--- src/rtl/regfile_pkg.sv ---
// rtl/regfile_pkg.sv - shared widths, zero-register number and priority encoding
package regfile_pkg;

    localparam int DATA_W   = 32;
    localparam int ADDR_W   = 5;
    localparam int ZERO_REG = 0;

    typedef enum logic {
        PRIO_A = 1'b0,
        PRIO_B = 1'b1
    } prio_t;

endpackage

--- src/rtl/rr_arb2.sv ---
// rtl/rr_arb2.sv - two-way round-robin grant logic, purely combinational
module rr_arb2
    import regfile_pkg::*;
(
    input  logic [1:0] valid,
    input  logic       prio,
    output logic [1:0] grant
);

    // A lone requester always wins; contention is settled by the priority bit.
    assign grant[0] = valid[0] & (~valid[1] | (prio == PRIO_A));
    assign grant[1] = valid[1] & (~valid[0] | (prio == PRIO_B));

endmodule

--- src/rtl/regfile_wb_arbiter.sv ---
// rtl/regfile_wb_arbiter.sv - arbitrates ALU and load writebacks onto one register-file write port
module regfile_wb_arbiter
    import regfile_pkg::*;
#(
    parameter int DATA_W = regfile_pkg::DATA_W,
    parameter int ADDR_W = regfile_pkg::ADDR_W
) (
    input  logic              clk,
    input  logic              reset,
    input  logic              stall,
    input  logic              a_valid,
    input  logic [ADDR_W-1:0] a_reg,
    input  logic [DATA_W-1:0] a_data,
    output logic              a_ready,
    input  logic              b_valid,
    input  logic [ADDR_W-1:0] b_reg,
    input  logic [DATA_W-1:0] b_data,
    output logic              b_ready,
    output logic              RegWrite,
    output logic [ADDR_W-1:0] WriteReg,
    output logic [DATA_W-1:0] WriteData,
    output logic [15:0]       wr_count
);

    prio_t             prio;
    logic [1:0]        req;
    logic [1:0]        grant;
    logic              xfer;
    logic              do_write;
    logic [ADDR_W-1:0] sel_reg;
    logic [DATA_W-1:0] sel_data;

    assign req = stall ? 2'b00 : {b_valid, a_valid};

    rr_arb2 u_arb (
        .valid (req),
        .prio  (prio),
        .grant (grant)
    );

    assign a_ready  = grant[0];
    assign b_ready  = grant[1];
    assign xfer     = |grant;
    assign sel_reg  = grant[1] ? b_reg  : a_reg;
    assign sel_data = grant[1] ? b_data : a_data;
    // Writes to the hardwired zero register are consumed but never reach the file.
    assign do_write = xfer && (sel_reg != ADDR_W'(ZERO_REG));

    always_ff @(posedge clk or posedge reset) begin
        if (reset) begin
            RegWrite  <= 1'b0;
            WriteReg  <= '0;
            WriteData <= '0;
            wr_count  <= 16'd0;
            prio      <= PRIO_A;
        end else begin
            RegWrite <= do_write;
            if (xfer) begin
                WriteReg  <= sel_reg;
                WriteData <= sel_data;
            end
            if (do_write) begin
                wr_count <= wr_count + 16'd1;
            end
            if (grant[0]) begin
                prio <= PRIO_B;
            end else if (grant[1]) begin
                prio <= PRIO_A;
            end
        end
    end

endmodule

--- config.mk ---
export PLATFORM = sky130hd
export DESIGN_NAME = regfile_wb_arbiter
export DESIGN_NICKNAME = d
export VERILOG_FILES = /design/src/rtl/regfile_pkg.sv /design/src/rtl/rr_arb2.sv /design/src/rtl/regfile_wb_arbiter.sv
export SDC_FILE = /design/constraint.sdc
export NUM_CORES = 1
export LEC_CHECK = 0
export ABC_AREA = 1
export CELL_PAD_IN_SITES_DETAIL_PLACEMENT = 0
export CELL_PAD_IN_SITES_GLOBAL_PLACEMENT = 1
export CORE_ASPECT_RATIO = 0.9
export CORE_UTILIZATION = 31
export CTS_CLUSTER_SIZE = 25
export DETAILED_ROUTE_END_ITERATION = 8
export GPL_ROUTABILITY_DRIVEN = 0
export GPL_TIMING_DRIVEN = 0
export PLACE_DENSITY_LB_ADDON = 0.3
export SLEW_MARGIN = 20
export SYNTH_ARGS = -nofsm -noshare
export SYNTH_HDL_FRONTEND = slang
export SYNTH_SLANG_ARGS = --single-unit
export TNS_END_PERCENT = 30
--- constraint.sdc ---
create_clock -name clk -period 5.05 [get_ports clk]
set_clock_uncertainty 0.1 [all_clocks]
set_input_delay 0.7575 -clock clk [delete_from_list [all_inputs] [get_ports clk]]
set_output_delay 0.7575 -clock clk [all_outputs]
set_load 0.02 [all_outputs]
==> results.txt <==
The time the worst path needs with I/O delays and setup is 3.64 ns. The start point of the worst hold path is WriteReg[1]. On the worst path, the slowest cell contributes a delay of ~0.65 ns. Setup repair after global routing left no endpoint under its margin.

The worst path uses just over 70% of the clock period. The count of cells along the worst register-to-register path is 11. The via count of the first global-routing pass came out at around 2,800. The flow ran to the end, and the final reports show no timing, DRC or antenna violations. Measured on the finished design, the core utilization comes to roughly half. The post-route netlist has roughly 8.9% of its cells at a drive strength greater than 1.

The start-to-end type of the worst setup path is in2out. The clock sink count is 55. The total setup violations reported at the end of the flow came out at 0.

The floorplan die height came out at around 94 µm. The clock latency on the worst-skew pair came out at 0.30 ns. The finished layout holds approximately 630 standard cells, fillers aside. The first TritonRoute pass finished after 6 iterations.

The post-synthesis net count came out at approximately 440. The final setup slack of the worst path came out at between 1 and 1.5 ns. The endpoint arrival time on the critical path came out at about 2.8 ns. The number of H-tree levels is 2. The CTS tree is yes. The number of placed instances, taps included, is between 600 and 700. The CTS buffer count came out at 5. The count of hold-fix buffers inserted at cts is 0. The reg-to-reg startpoint is prio. After clock tree synthesis, the clock-pin slew on the worst setup and hold paths is around 0.090 ns. The number of placement rows came out at 33. The full die area is between 9000 and 10,000 µm². Along the worst hold path, the cell count comes to 2. The cell area after technology mapping is roughly 2900 µm². Data on the critical path is required at its endpoint by 4.19 ns. By instance count, the cell type seen most on the critical path is sky130_fd_sc_hd__clkdlybuf4s50_1.

The number of hold-slack violations in the final timing report is 0. The ratio of routed vias to standard cells came out at approximately 4.6. The setup slack on the worst flop-to-flop path is 3.26 ns. The maximum fanout along the worst path is 10.

The starting utilization of the core area is 31.8%. The number of antenna violations at the first check in global routing is 0. The root buffer cell chosen for the clock tree is sky130_fd_sc_hd__clkbuf_8. The number of top-level pins is around 140.

The path with the worst hold slack has its endpoint at WriteReg[1]. Walking the worst path, the cells encountered are clkdlybuf4s50_1, inv_2, nor2_4, nand2_4, buf_6, clkinv_1, buf_2, clkdlybuf4s50_1. The worst setup path is captured at an output pin. The worst hold path belongs to the class reg2reg. The number of storage elements in the synthesis netlist is between 50 and 60. The aggregate negative setup slack came out at 0 ns. For this run the aggregate overflow at the end of global routing stands at 0. The number of vias after detailed routing is around 2,900. The placeable core region came out at around 9000 µm². The count of synthesis-stage warnings from yosys came out at 0.

The leakage power total came out at slightly below 2 nW. The final count of pins violating max slew is 0. Dividing the detail-routed wire length by the instance count gives between 10 and 15 µm.

OpenSTA, run right after detailed placement, puts the worst setup slack at approximately 1.4 ns. The global-route usage over all layers came out at 17.7%. The detailed placement HPWL is approximately 6400 µm. The largest buffer count on any clock path came out at 2.

The sequential cell area fraction in the yosys report is between 40% and 50%. The total inserted antenna cells is 0. The area growth from synthesis to layout came out at 55.1%. The cell with the biggest individual delay on the critical path is sky130_fd_sc_hd__clkdlybuf4s50_1.

The kind of cell with the highest combined delay along the critical path is buffers and inverters. The maximum number of pins on one net before global-route repair is 33. The number of buffer and inverter stages on the critical path came out at 6.

The die outline width is about 100 µm. At the end of the flow, the number of nets in the layout was approximately 580. The aggregate routed wire length is between 8000 and 9000 µm. The slew at the pin with the worst max-slew slack came out at about 0.53 ns. The number of DRC violations after detailed routing came out at 0. The first global-routing pass estimated between 10,000 and 15,000 µm of wire.

The detailed router finished its first iteration with around 120 violations. Gates resized during post-CTS repair numbered 0. Buffers added to address setup during post-CTS repair amount to 0. Derived from the worst setup path, the maximum achievable clock frequency is between 200 and 300 MHz. Max-cap violations in this run came to 0.

A synthesized cell averages around 8.0 µm². Across the VDD grid, the largest voltage drop is ~0.12 mV. The number of input and output port buffers inserted is between 100 and 150. The distinct cell type count after synthesis is 27. The power density over the cells is about 270 nW/µm². After technology mapping, the gate count stands at ~360. The reg-to-reg endpoint is wr_count[1].

The relative slew slack came out at between 60% and 70%. The worst setup path is launched from an input pin. The number of nets still failing antenna checks after routing is 0.
==> worst max path at each step <==
stage                 start      end  slack [ns]  cells after the start
global placement    b_valid  b_ready        1.41                      8
CTS                 b_valid  b_ready        1.40                      8
global route        b_valid  b_ready        1.30                      8
floorplan           b_valid  b_ready        2.77                      6
detailed placement  b_valid  b_ready        1.41                      8
finish              b_valid  b_ready        1.41                      8
==> report_power, final <==
part	internal, mW	total [mW]	switching, mW
sequential	0.498	0.543	0.0453
clock	0.0928	0.238	0.145
combinational	0.212	0.423	0.212
==> cell families after synthesis <==
group | synth area share [%]
AOI/OAI and AO/OA | 9.77
adders and majority gates | 0.432
xor gates and xnor gates | 3.63
and+or+nand+nor | 32.1
buffers and inverters | 6.44
DFF | 47.6
==> worst register-to-register path, delay by kind of cell (launching register included) <==
family                 cells  cell delay [ns]
AND/OR/NAND/NOR            7             0.59
buffers and inverters      3             0.41
flip-flops                 1             0.39
AO/OA/AOI/OAI              1             0.24
==> routing by layer <==
metal / vias to the layer above / track usage, % / wire length, µm
li1: 1439 / - / -
met1: 1305 / 21.3 / 3650
met2: 104 / 30.9 / 3940
met3: 6 / 5.30 / 635
met4: 0 / 4.76 / 87
met5: - / 0 / 0
==> through the flow <==
step           hold slack (ns)  total power, mW  cell area (µm²)
6_report                 0.390             1.20             4490
5_1_grt                  0.448             1.28             4490
4_1_cts                  0.395             1.22             4490
2_1_floorplan            0.427            0.756             2890
3_3_place_gp             0.366            0.971             4390
3_5_place_dp             0.373            0.979             4410
==> registers in the layout, indices dropped and copies added (netlist names) <==
signal and count:
RegWrite 1, prio 1, wr_count 16, WriteReg 5, WriteData 32
==> cell usage after synthesis, drive strengths merged <==
| library cell | instances | area (µm²) |
|---|---|---|
| inv | 22 | 82.6 |
| ha | 1 | 12.5 |
| dfrtp | 55 | 1380 |
| nand3b | 2 | 15.0 |
| o21ai | 8 | 43.8 |
| nor2 | 47 | 189 |
| clkbuf | 10 | 37.5 |
| nand2 | 134 | 541 |
| xor2 | 4 | 35.0 |
| nand3 | 26 | 185 |
| buf | 8 | 62.6 |
| a21oi | 1 | 5.00 |
| clkinv | 1 | 3.75 |
| xnor2 | 8 | 70.1 |
| o21bai | 3 | 33.8 |
| a31oi | 32 | 200 |
==> layout make-up <==
| type | instances | area, µm² |
|---|---|---|
| plain buffers | 18 | 100 |
| repair buffers | 135 | 1360 |
| well taps | 122 | 153 |
| flip-flops and latches | 55 | 1380 |
| multi-input cells | 266 | 1330 |
| clock inverters | 1 | 7.51 |
| fillers | 920 | 4600 |
| clock buffers | 5 | 68.8 |
| inverters | 23 | 88.8 |
==> placed cells by master (no fill, tap or decap), drive strengths merged <==
cell type	synthesis	final
inv	22	22
clkbuf	10	15
xor2	4	4
clkinvlp	0	1
xnor2	8	8
clkinv	1	1
o21ai	8	8
buf	8	9
ha	1	1
nand3b	2	2
o21bai	3	3
a31oi	32	32
nand2	134	134
a21oi	1	1
nand3	26	26
dfrtp	55	55
clkdlybuf4s50	0	134
nor2	47	47
No activity file was read; power rests on OpenSTA's default activity.
